### src/rtl/nand_pipe_arbiter.sv
// nand_pipe_arbiter
//   Round-robin sharing of one two-stage registered NAND unit between N_REQ
//   single-bit requesters. Each result returns tagged with its requester ID.
//
//   Ports:
//     clk            rising-edge clock
//     reset          synchronous, active-high reset
//     req_in         per-requester request level, held until granted
//     a_in, b_in     per-requester operands, sampled only in the grant cycle
//     gnt_out        one-hot grant, combinational from req_in and prio_ptr
//     rsp_valid_out  one-cycle pulse per accepted request, two cycles after grant
//     rsp_id_out     requester index owning the result
//     rsp_q_out      !(a & b) of the granted operands
//     rsp_count_out  (only with NAND_ARB_STATS_EN) saturating count of results
//
//   Optional feature macro: NAND_ARB_STATS_EN
module nand_pipe_arbiter #(
   parameter  int N_REQ = 4,
   localparam int ID_W  = $clog2(N_REQ)
) (
   input  logic             clk,
   input  logic             reset,
   input  logic [N_REQ-1:0] req_in,
   input  logic [N_REQ-1:0] a_in,
   input  logic [N_REQ-1:0] b_in,
   output logic [N_REQ-1:0] gnt_out,
   output logic             rsp_valid_out,
   output logic [ID_W-1:0]  rsp_id_out,
   output logic             rsp_q_out
`ifdef NAND_ARB_STATS_EN
   ,
   output logic [15:0]      rsp_count_out
`endif
);

   logic [ID_W-1:0]  prio_ptr_reg;
   logic [ID_W-1:0]  prio_ptr_next;
   logic [N_REQ-1:0] ptr_mask;
   logic [N_REQ-1:0] masked_req;
   logic [N_REQ-1:0] search_req;
   logic [ID_W-1:0]  gnt_idx;
   logic             grant;
   logic             a_sel;
   logic             b_sel;

   logic             s1_valid_reg;
   logic             s1_a_reg;
   logic             s1_b_reg;
   logic [ID_W-1:0]  s1_id_reg;

   // Requesters at or above the pointer get first chance; when none of them
   // is asking, the search wraps to the lowest requester overall.
   for (genvar gi = 0; gi < N_REQ; gi++) begin : g_mask
      assign ptr_mask[gi] = (ID_W'(gi) >= prio_ptr_reg);
   end

   always_comb begin
      masked_req = req_in & ptr_mask;
      search_req = (|masked_req) ? masked_req : req_in;
      // Isolate the lowest set bit of the chosen request vector.
      gnt_out    = reset ? '0 : (search_req & (~search_req + N_REQ'(1)));
   end

   always_comb begin
      gnt_idx = '0;
      for (int i = 0; i < N_REQ; i++) begin
         if (gnt_out[i]) begin
            gnt_idx = ID_W'(i);
         end
      end
   end

   assign grant = |gnt_out;
   assign a_sel = |(a_in & gnt_out);
   assign b_sel = |(b_in & gnt_out);

   // Explicit wrap keeps the pointer below N_REQ for non-power-of-two sizes.
   assign prio_ptr_next = (gnt_idx == ID_W'(N_REQ - 1)) ? '0 : gnt_idx + ID_W'(1);

   always_ff @(posedge clk) begin
      if (reset) begin
         prio_ptr_reg  <= '0;
         s1_valid_reg  <= 1'b0;
         s1_a_reg      <= 1'b0;
         s1_b_reg      <= 1'b0;
         s1_id_reg     <= '0;
         rsp_valid_out <= 1'b0;
         rsp_id_out    <= '0;
         rsp_q_out     <= 1'b0;
      end else begin
         s1_valid_reg  <= grant;
         if (grant) begin
            prio_ptr_reg <= prio_ptr_next;
            s1_a_reg     <= a_sel;
            s1_b_reg     <= b_sel;
            s1_id_reg    <= gnt_idx;
         end
         rsp_valid_out <= s1_valid_reg;
         if (s1_valid_reg) begin
            rsp_q_out  <= ~(s1_a_reg & s1_b_reg);
            rsp_id_out <= s1_id_reg;
         end
      end
   end

`ifdef NAND_ARB_STATS_EN
   // Counts on the same edge that raises rsp_valid_out; sticks at all-ones.
   always_ff @(posedge clk) begin
      if (reset) begin
         rsp_count_out <= '0;
      end else if (s1_valid_reg && (rsp_count_out != 16'hFFFF)) begin
         rsp_count_out <= rsp_count_out + 16'd1;
      end
   end
`endif

endmodule

### config.mk
export PLATFORM = sky130hd
export DESIGN_NAME = nand_pipe_arbiter
export DESIGN_NICKNAME = d
export VERILOG_FILES = /design/src/rtl/nand_pipe_arbiter.sv
export SDC_FILE = /design/constraint.sdc
export NUM_CORES = 1
export LEC_CHECK = 0
export CAP_MARGIN = 20
export CORE_AREA = 2 2 39 41
export CTS_BUF_LIST = sky130_fd_sc_hd__clkbuf_4 sky130_fd_sc_hd__clkbuf_8
export CTS_CLUSTER_DIAMETER = 100
export DETAILED_ROUTE_END_ITERATION = 8
export DIE_AREA = 0 0 41 43
export DONT_BUFFER_PORTS = 1
export PLACE_DENSITY = 0.66
export SETUP_SLACK_MARGIN = 0.1
export SLEW_MARGIN = 20
export SYNTH_ARGS = -nofsm -noshare
export SYNTH_HDL_FRONTEND = slang
export SYNTH_SLANG_ARGS = --single-unit
### constraint.sdc
create_clock -name clk -period 2.2 [get_ports clk]
set_input_delay 0.33 -clock clk [delete_from_list [all_inputs] [get_ports clk]]
set_output_delay 0.33 -clock clk [all_outputs]
set_load 0.005 [all_outputs]
Yosys cells after proc, flatten, opt, wreduce, memory -nomap -nowiden

Index checks and enable logic that the tools add are counted.

Order comparisons: 4
Add/sub/neg operators: 2
Reductions and logical operators: 4
Mux-type cells: 6
Equal/unequal tests: 1
Bitwise logic cells: 7

Operators with widths:

| kind                | number |
|---|---|
| $and 4x4->4         | 4 |
| $reduce_or 4->1     | 4 |
| $mux 4              | 2 |
| $mux 2              | 3 |
| $add 4x1->4 const B | 1 |
| $ge 1x2->1 const A  | 2 |
| $ge 2x2->1 const A  | 2 |
| $not 4->4           | 1 |
| $add 2x1->2 const B | 1 |
| $eq 2x2->1 const B  | 1 |
| $and 1x1->1         | 1 |
| $mux 1              | 1 |
| $not 1->1           | 1 |

Word-level logic and storage cells: 32
Flip-flop bits (word level): 11

Longest topological paths before layout

Gate-level depths: netlist of run 1.

Depth in word-level cells: 13
Mapped depth: 6
Depth with buffers taken out: 5

Least setup slack after synthesis of run 1

Ideal clock, no wire load.

Path type: input port to output port
Start point: in req_in[1]
End point: out gnt_out[2]
Arrival: 1.040 ns
Buffers on the path: 1
Cell stages on the path: 5
Setup slack: 0.830 ns
Required time: 1.870 ns
Path through: buf_2 -> o2bb2ai_1 -> a22oi_4 -> nand2_1 -> nor2_1

Longest elaborated chain between the ends: 7

RTL lines:

| what            | line | text |
|---|---|---|
| start, declared | 23   | `input logic [N_REQ-1:0] req_in,` |
| $and 4x4->4     | 58   | `masked_req = req_in & ptr_mask;` |
| $reduce_or 4->1 | 59   | `search_req = (\|masked_req) ? masked_req : req_in;` |
| $mux 4 *        | 59   |  |
| $not 4->4       | 61   | `gnt_out = reset ? '0 : (search_req & (~search_req + N_REQ'(1)));` |
| $add 4x1->4     | 61   |  |
| $and 4x4->4 *   | 61   |  |
| $mux 4 *        | 61   |  |
| end, declared   | 26   | `output logic [N_REQ-1:0] gnt_out,` |

Every way passes the cells marked *; elsewhere a longest branch is shown, timed or not.

Worst setup path in the final report of run 1

Start point: reg prio_ptr_reg[1]
End point: out gnt_out[3]

Longest elaborated chain between the ends: 8

RTL lines:

| what                                     | line | text |
|---|---|---|
| start, declared                          | 36   | `logic [ID_W-1:0] prio_ptr_reg;` |
| start signal, assigned                   | 93   | `prio_ptr_reg <= prio_ptr_next;` |
| $ge 1x2->1 or $ge 2x2->1 (tied branches) | 54   | `assign ptr_mask[gi] = (ID_W'(gi) >= prio_ptr_reg);` |
| $and 4x4->4 *                            | 58   |  |
| $reduce_or 4->1                          | 59   |  |
| $mux 4 *                                 | 59   |  |
| $not 4->4                                | 61   |  |
| $add 4x1->4                              | 61   |  |
| $and 4x4->4 *                            | 61   |  |
| $mux 4 *                                 | 61   |  |

Marked as above.

==> qor.csv, run 1 <==
stage,metric,value,unit
floorplan,die width,41,um
worst_setup_path,critical path depth,4,
sta,worst slew pin tran,0.4480,ns
clocking,Clock Latency Late Sink,0.27,ns
sta,RSZ-0062 raised after global routing,no,
worst_setup_path,crit path capture type,primary output,
worst_setup_path,WS Path Type,flop to primary output,
clocking,H-tree depth,1,
finish,most frequent cells in the layout,"nor2_1, dfxtp_1, nand2_1",
clocking,Num CTS Buffers,3,
sta,Slew Limit Fails,0,
route,DR vias,574,
floorplan,Die Y-Extent,43,um
worst_setup_path,maximum fanout along the worst path,14,
finish,Final Cell Area,679.4,um2
clocking,Root Buffer,clkbuf_4,
yosys,cells after synthesis,82,
route,Routed wire per std cell,13.30,um
floorplan,io pins,22,
yosys,"Cell Area, Synth",673.1,um2
power,"Power, Total",0.4560,mW
outcome,outcome,finished clean,
yosys,Yosys cell types,33,
route,Residual DRC,0,
global_routing,largest net degree at the start of global routing,15,
clocking,postcts setup bufs,0,
route,final wirelength,1277,um
sta,min cycle time layout,1.889,ns
worst_setup_path,crit-path max cell delay,0.60,ns
place,Placer Congestion,0.6805,
clocking,Worst-path clk slew,0.07,ns
floorplan,full die area,0.001763,mm2
worst_setup_path,Crit. Startpoint,prio_ptr_reg[1],
route,uppermost layer routed,met4,
job,max_cap viols,0,
sta,Peak Freq,0.5293,GHz
worst_setup_path,r2r worst-path depth,4,
yosys,Synth Area per Inst,8.209,um2
route,met3 wire length,71,um
route,drt pass-1 iters,4,
sta,Final Cycle Share,85.88,%
finish,share of cells above drive strength 1,12.50,%
yosys,Yosys Warn Count,0,
global_routing,antenna violations before repair,0,
worst_setup_path,Reg-to-Reg Start,prio_ptr_reg[1],
route,initial DRC count,12,
worst_setup_path,crit-path cells,"o21ai_1, a22oi_4, nand2_1, nor2_1",
yosys,"Seq/Total Area, Yosys",32.71,%
global_routing,All-Layer GR Usage,18.01,%
worst_setup_path,WP buf/inv,0,
sta,Clock Skew,0.008086,ns
sta,final setup TNS,0,ns
place,I/O Buffers,0,
route,ANT nets after route,0,
worst_setup_path,Worst Path Arrival,1.56,ns
power,PD cells,671.1,mW/mm2
worst_setup_path,"Slowest-stage cell, CP",dfxtp_1,
sta,final-report hold violation count,0,
min_path,class of the worst hold path,input port to flop,
sta,Worst Hold Margin,0.1199,ns
clocking,CTS Sinks,11,
clocking,CTS tree,done,
route,vias per cell,5.979,
power,Worst IR Drop VDD,0.2362,mV
power,Leakage,0.2834,nW
route,DR WL met2,638,um
floorplan,core footprint,0.001384,mm2
clocking,Max clock buf depth,2,
finish,Final #Nets,95,
yosys,syn_nets,96,
place,DP HPWL,965.2,um
worst_setup_path,"Req. time, crit path",1.87,ns
global_routing,number of global-route vias before repair,516,
worst_setup_path,Startpoint Class,flop,
finish,Ant. Diodes,0,
clocking,hold buffer count at cts,0,
finish,post-layout util,49.10,%
place,area of placed instances,649.4,um2
floorplan,# rows,14,
sta,Slew HR,70.09,%
route,wire length on met1,552,um
global_routing,first-pass GRT wire length,2201,um
floorplan,Initial Util,48.64,%
sta,Final setup viols,0,
worst_setup_path,Top Family by Delay on Critical Path,flip-flops,
yosys,#FFs+latches synth,11,
min_path,WHS Path Cells,1,
min_path,hold_sp,reset,
clocking,CTS resizes,0,
finish,Area Growth Syn to Fin,0.9294,%
global_routing,total gr overflow,0,
## layout make-up
class	count	area [um2]
well taps	16	20.02
flip-flops and latches	11	220.2
inverters	3	11.26
fillers	141	704.4
multi-input cells	62	397.9
clock buffers	4	30.03
## Yosys cell counts
cell	instances	share of area (%)
a31oi_1	2	1.9
clkbuf_1	1	0.56
buf_6	2	3.3
a311oi_1	1	1.3
a21oi_1	3	2.2
dfxtp_1	11	33
o21ai_1	1	0.74
a21boi_0	1	1.1
nor2_1	11	6.1
a21o_1	1	1.1
a22oi_4	1	3.2
nor2b_1	2	1.9
a22o_2	1	1.5
nand3_1	2	1.5
and3_1	4	3.7
inv_1	3	1.7
nand2_1	10	5.6
buf_4	1	1.1
o211a_1	1	1.5
a31oi_4	1	3.2
nor3_1	1	0.74
o221ai_1	1	1.3
o2bb2ai_1	1	1.3
a41oi_1	2	2.6
a21bo_2	1	1.5
o21ai_0	5	3.7
mux2i_1	3	4.5
nand3b_1	1	1.1
o211ai_1	2	2.2
and2b_2	1	1.3
or2_2	1	0.93
a221o_1	1	1.5
buf_2	2	1.5
## logic make-up after synthesis
group                  count (synthesis)  share of synthesized area, %
AO/OA/AOI/OAI                         26                         31.78
buffers and inverters                  9                         8.178
flip-flops                            11                         32.71
multiplexers                           3                         4.461
AND/OR/NAND/NOR                       33                         22.86
## stage by stage
| stage | instances | worst slack [ns] |
|---|---|---|
| floorplan | 82 | 0.8301 |
| global placement | 92 | 0.6684 |
| detailed placement | 92 | 0.6292 |
| CTS | 96 | 0.3266 |
| global route | 96 | 0.1371 |
| finish | 96 | 0.3107 |
## path summary, 6_finish.rpt
kind                endpoint  slack [ns]
max               gnt_out[3]        0.31
max reg2reg         s1_a_reg        0.72
min reg2reg        rsp_q_out        0.45
min          prio_ptr_reg[1]        0.12
## power breakdown
group	internal (mW)	leakage, nW	switching, mW
Clock	0.0824	0.0184	0.0660
Sequential	0.215	0.0912	0.0178
Combinational	0.0380	0.174	0.0369
## routing by layer
| layer | vias to the layer above | track usage [%] |
|---|---|---|
| li1 | 294 | - |
| met1 | 258 | 24.27 |
| met2 | 20 | 25.94 |
| met3 | 2 | 3.141 |
| met4 | 0 | 10.00 |
| met5 | - | 0 |
(Power assumes the default switching activity.)
==> run 2: changes to the inputs <==
--- a/config.mk
+++ b/config.mk
@@ -12,6 +12,7 @@
 export DETAILED_ROUTE_END_ITERATION = 8
 export DIE_AREA = 0 0 41 43
 export DONT_BUFFER_PORTS = 1
+export GPL_TIMING_DRIVEN = 0
 export PLACE_DENSITY = 0.66
 export SETUP_SLACK_MARGIN = 0.1
 export SLEW_MARGIN = 20
==> run 2 against run 1 <==
Sequential share of layout area is 2.0 points lower. Critical endpoint unchanged. Critical path depth rose by 1. Sequential power is 3% lower. Largest cell class unchanged. Wire length rose by 8.3%. Worst hold slack better by 0.091 ns. Critical path type unchanged. Largest power group unchanged. Power up 3.9%. Combinational power rose by 39%. Non-clock buffer count increased by 6. Global-route usage grew 0.12 points. Register-to-register slack gained 0.19 ns. First-iteration DRC count up 25%.
==> qor.csv, run 2 (synthesized netlist as in run 1, its figures left out) <==
stage,metric,value,unit,change
global_routing,largest net degree at the start of global routing,11,,-4
sta,final setup TNS,0,ns,unchanged
finish,final cell count without fillers,102,,+6.3%
clocking,Num CTS Buffers,3,,unchanged
finish,Ant. Diodes,0,,unchanged
floorplan,full die area,0.001763,mm2,unchanged
global_routing,number of global-route vias before repair,517,,+0.19%
sta,Peak Freq,0.5662,GHz,+7.0%
job,max_cap viols,0,,unchanged
clocking,Max clock buf depth,2,,unchanged
finish,most frequent cells in the layout,"nor2_1, dfxtp_1, nand2_1",,
min_path,WHS Path Cells,2,,+1
sta,min cycle time layout,1.766,ns,-0.1232 ns
worst_setup_path,r2r worst-path depth,4,,unchanged
worst_setup_path,Startpoint Class,flop,,
sta,worst slew pin tran,0.5228,ns,+0.07477 ns
worst_setup_path,crit path capture type,primary output,,
clocking,H-tree depth,1,,unchanged
finish,Area Growth Syn to Fin,7.435,%,
floorplan,Initial Util,48.64,%,unchanged
floorplan,io pins,22,,unchanged
sta,Slew HR,65.15,%,-4.9 points
clocking,CTS Sinks,11,,unchanged
finish,Final #Nets,101,,+6.3%
route,ANT nets after route,0,,unchanged
power,Leakage,0.3105,nW,+9.5%
sta,final-report hold violation count,0,,unchanged
route,initial DRC count,15,,+3
floorplan,die width,41,um,unchanged
route,vias per cell,5.775,,-3.4%
route,DR vias,589,,+2.6%
worst_setup_path,"Req. time, crit path",1.87,ns,about the same
power,PD cells,655.2,mW/mm2,-2.4%
floorplan,Die Y-Extent,43,um,unchanged
clocking,Clock Latency Late Sink,0.26,ns,about the same
route,Routed wire per std cell,13.56,um,+1.9%
sta,Final Cycle Share,80.28,%,-5.6 points
clocking,postcts setup bufs,0,,unchanged
place,Placer Congestion,0.7665,,+13%
place,area of placed instances,693.2,um2,+6.7%
min_path,class of the worst hold path,input port to flop,,
global_routing,first-pass GRT wire length,2263,um,+2.8%
sta,Clock Skew,0.0006924,ns,-0.007394 ns
worst_setup_path,maximum fanout along the worst path,10,,-4
global_routing,total gr overflow,0,,unchanged
outcome,outcome,finished clean,,
worst_setup_path,WS Path Type,flop to primary output,,
place,DP HPWL,1019,um,+5.5%
route,drt pass-1 iters,4,,unchanged
global_routing,All-Layer GR Usage,18.13,%,+0.12 points
clocking,CTS tree,done,,
place,I/O Buffers,0,,unchanged
power,Worst IR Drop VDD,0.2822,mV,+19%
floorplan,core footprint,0.001384,mm2,unchanged
clocking,CTS resizes,0,,unchanged
sta,Slew Limit Fails,0,,unchanged
finish,Final Cell Area,723.2,um2,+6.4%
clocking,Worst-path clk slew,0.07,ns,about the same
sta,Final setup viols,0,,unchanged
power,"Power, Total",0.4739,mW,+3.9%
route,final wirelength,1383,um,+8.3%
finish,share of cells above drive strength 1,17.44,%,+4.9 points
global_routing,antenna violations before repair,0,,unchanged
floorplan,# rows,14,,unchanged
sta,RSZ-0062 raised after global routing,no,,
clocking,hold buffer count at cts,0,,unchanged
worst_setup_path,Worst Path Arrival,1.44,ns,-0.12 ns
route,Residual DRC,0,,unchanged
clocking,Root Buffer,clkbuf_4,,
place,Placed Cells,98,,+6.5%
run 2: cell count changes in the layout (fill, tap and decap cells not counted), sizes merged:
cell / previous run / this run
buf: 0 / 5
clkbuf: 4 / 5
run 2: routing by layer:
metal  global-route usage (%)  up-vias  part of all wire [%]
met3                    2.618        0                   3.1
met2                    26.56       14                    50
met4                    6.000        0                     0
met1                    26.30      268                    47
met5                        0        -                     0
li1                         -      307                     -
run 2: final timing paths:
path         slack, ns       startpoint         end
min               0.21          a_in[0]    s1_a_reg
max reg2reg       0.91  prio_ptr_reg[1]    s1_b_reg
min reg2reg       0.45         s1_b_reg   rsp_q_out
max               0.43  prio_ptr_reg[1]  gnt_out[3]
run 2: cell type report:
class	count	area (um2)
Fill cell	130	660.6
Clock buffer	4	30.03
Multi-Input combinational cell	62	397.9
Inverter	3	11.26
Buffer	6	43.79
Tap cell	16	20.02
Sequential cell	11	220.2
run 2: worst max-delay path: stages, from the launching register on:
cell,delay (ns)
dfxtp_1,0.43
buf_6,0.17
nand3b_1,0.12
a31oi_4,0.20
nand2_1,0.11
nor2_1,0.15
run 2: where the power goes:
group / internal [mW] / switching, mW / leakage (nW) / total [mW]
Clock: 0.0823 / 0.0626 / 0.0184 / 0.145
Combinational: 0.0462 / 0.0574 / 0.201 / 0.104
Sequential: 0.215 / 0.0106 / 0.0912 / 0.225
Total: 0.343 / 0.131 / 0.310 / 0.474
run 2: per-stage QoR:
step | setup slack, ns | hold slack (ns) | utilization (%)
CTS | 0.4377 | 0.2072 | 52.26
floorplan | 0.8301 | 0.4238 | -
detailed placement | 0.7357 | 0.4428 | 50.09
finish | 0.4339 | 0.2108 | 52.26
global placement | 0.7045 | 0.4341 | 50.09
global route | 0.3121 | 0.2156 | 52.26
==> run 3: changes to the inputs <==
==> constraint.sdc (replaced) <==
create_clock -name clk -period 1.8 [get_ports clk]
set_input_delay 0.27 -clock clk [delete_from_list [all_inputs] [get_ports clk]]
set_output_delay 0.27 -clock clk [all_outputs]
set_load 0.005 [all_outputs]
==> run 3 against run 2 <==
Worst hold slack got worse by 0.058 ns. Clock skew barely moved. Utilization rose by 2.0 points. Non-clock buffer count rose by 1. Final cell count rose by 0.98%. Sequential share of layout area fell by 0.95 points. Critical path type unchanged. Critical endpoint is now gnt_out[2]. Largest cell class unchanged. Largest power group unchanged.
==> qor.csv, run 3 (synthesized netlist as in run 1, its figures left out) <==
stage,metric,value,unit,change
finish,most frequent cells in the layout,"dfxtp_1, nor2_1, nand2_1",,
place,DP HPWL,1019,um,unchanged
sta,Slew Limit Fails,0,,unchanged
worst_setup_path,maximum fanout along the worst path,9,,-1
sta,RSZ-0062 raised after global routing,no,,
sta,min cycle time layout,1.624,ns,
finish,Area Growth Syn to Fin,11.52,%,
route,drt pass-1 iters,4,,unchanged
route,Residual DRC,0,,unchanged
clocking,CTS tree,done,,
clocking,Root Buffer,clkbuf_4,,
worst_setup_path,Startpoint Class,flop,,
route,ANT nets after route,0,,unchanged
clocking,Max clock buf depth,2,,unchanged
route,final wirelength,1365,um,-1.3%
floorplan,# rows,14,,unchanged
clocking,H-tree depth,1,,unchanged
floorplan,full die area,0.001763,mm2,unchanged
finish,Layout fillers,130,,unchanged
route,DR vias,584,,-0.85%
place,I/O Buffers,0,,unchanged
finish,Final #Nets,102,,+0.99%
clocking,Clock Latency Late Sink,0.26,ns,about the same
sta,Slew HR,64.41,%,-0.74 points
power,"Power, Total",0.5886,mW,+24%
sta,Peak Freq,0.6157,GHz,
floorplan,Die Y-Extent,43,um,unchanged
power,Worst IR Drop VDD,0.3471,mV,+23%
finish,Sequential Area,221.5,um2,+0.57%
clocking,CTS Sinks,11,,unchanged
min_path,class of the worst hold path,input port to flop,,
floorplan,core footprint,0.001384,mm2,unchanged
route,initial DRC count,12,,-3
clocking,Num CTS Buffers,3,,unchanged
global_routing,antenna violations before repair,0,,unchanged
sta,Worst Hold Margin,0.1525,ns,-0.05832 ns
outcome,outcome,finished clean,,
finish,Multi-input gate area,414.1,um2,+4.1%
route,vias per cell,5.670,,-1.8%
sta,worst slew pin tran,0.5338,ns,+0.01103 ns
finish,post-layout util,54.25,%,+2.0 points
floorplan,Initial Util,48.64,%,unchanged
global_routing,number of global-route vias before repair,520,,+0.58%
global_routing,largest net degree at the start of global routing,11,,unchanged
worst_setup_path,Worst Path Arrival,1.35,ns,-0.09 ns
floorplan,die width,41,um,unchanged
power,Leakage,0.3195,nW,+2.9%
sta,Clock Skew,0.0003089,ns,-0.0003835 ns
finish,share of cells above drive strength 1,25.29,%,+7.8 points
clocking,hold buffer count at cts,0,,unchanged
power,PD cells,784.0,mW/mm2,+20%
global_routing,All-Layer GR Usage,18.33,%,+0.20 points
sta,Final setup viols,0,,unchanged
place,Placer Congestion,0.7665,,unchanged
clocking,Worst-path clk slew,0.07,ns,about the same
sta,final setup TNS,0,ns,unchanged
floorplan,io pins,22,,unchanged
sta,Final Cycle Share,90.23,%,
global_routing,first-pass GRT wire length,2283,um,+0.88%
finish,Ant. Diodes,0,,unchanged
finish,"commonest non-fill, non-tap cell in the layout",dfxtp_1,,
route,Routed wire per std cell,13.25,um,-2.3%
job,max_cap viols,0,,unchanged
sta,final-report hold violation count,0,,unchanged
worst_setup_path,crit path capture type,primary output,,
worst_setup_path,WS Path Type,flop to primary output,,
global_routing,total gr overflow,0,,unchanged
worst_setup_path,"Req. time, crit path",1.53,ns,-0.34 ns
-- run 3: timing repair --
item,in CTS,in global routing
gates resized for setup,1,6
endpoints found under the setup margin,2,2
buffers inserted,0,1
pin swaps,0,5
-- run 3: power by group --
| group | leakage, nW | switching [mW] | internal [mW] | total, mW |
|---|---|---|---|---|
| sequential | 0.0914 | 0.0136 | 0.263 | 0.277 |
| combinational | 0.210 | 0.0736 | 0.0615 | 0.135 |
| clock | 0.0184 | 0.0761 | 0.101 | 0.177 |
| total | 0.320 | 0.163 | 0.425 | 0.589 |
-- run 3: path summary, 6_finish.rpt --
check	startpoint	end	slack, ns	cells after the start
worst min-delay path	b_in[0]	s1_b_reg	0.15	2
worst min register to register	s1_b_reg	rsp_q_out	0.45	1
worst max register to register	prio_ptr_reg[0]	s1_a_reg	0.45	6
worst max-delay path	prio_ptr_reg[0]	gnt_out[2]	0.18	5
-- run 3: layer usage --
| layer | track usage, % | part of all wire [%] |
|---|---|---|
| met2 | 27.19 | 50 |
| met3 | 2.618 | 3.2 |
| met1 | 26.30 | 47 |
| met4 | 6.000 | 0 |
| met5 | 0 | 0 |
-- run 3: critical path, cell delays in order, from the launching register on --
cell	delay, ns
dfxtp_1	0.30
clkbuf_4	0.17
nand3b_1	0.21
a31oi_4	0.22
nand2_2	0.10
nor2_2	0.10
-- run 3: layout make-up --
cell class,instances,share of cell area [%]
multi-input combinational,62,55.17
inverter,3,1.500
tap,16,2.667
clock buffer,4,4.000
buffer,6,6.167
timing repair buffer,1,1.000
sequential,11,29.50
-- run 3: stage by stage --
| step | setup WS (ns) | instance area [um2] | cells |
|---|---|---|---|
| 2_1_floorplan | 0.4986 | 673.1 | 82 |
| 3_3_place_gp | 0.3645 | 693.2 | 98 |
| 3_5_place_dp | 0.3957 | 693.2 | 98 |
| 4_1_cts | 0.1477 | 724.4 | 102 |
| 5_1_grt | 0.1095 | 750.7 | 103 |
| 6_report | 0.1759 | 750.7 | 103 |
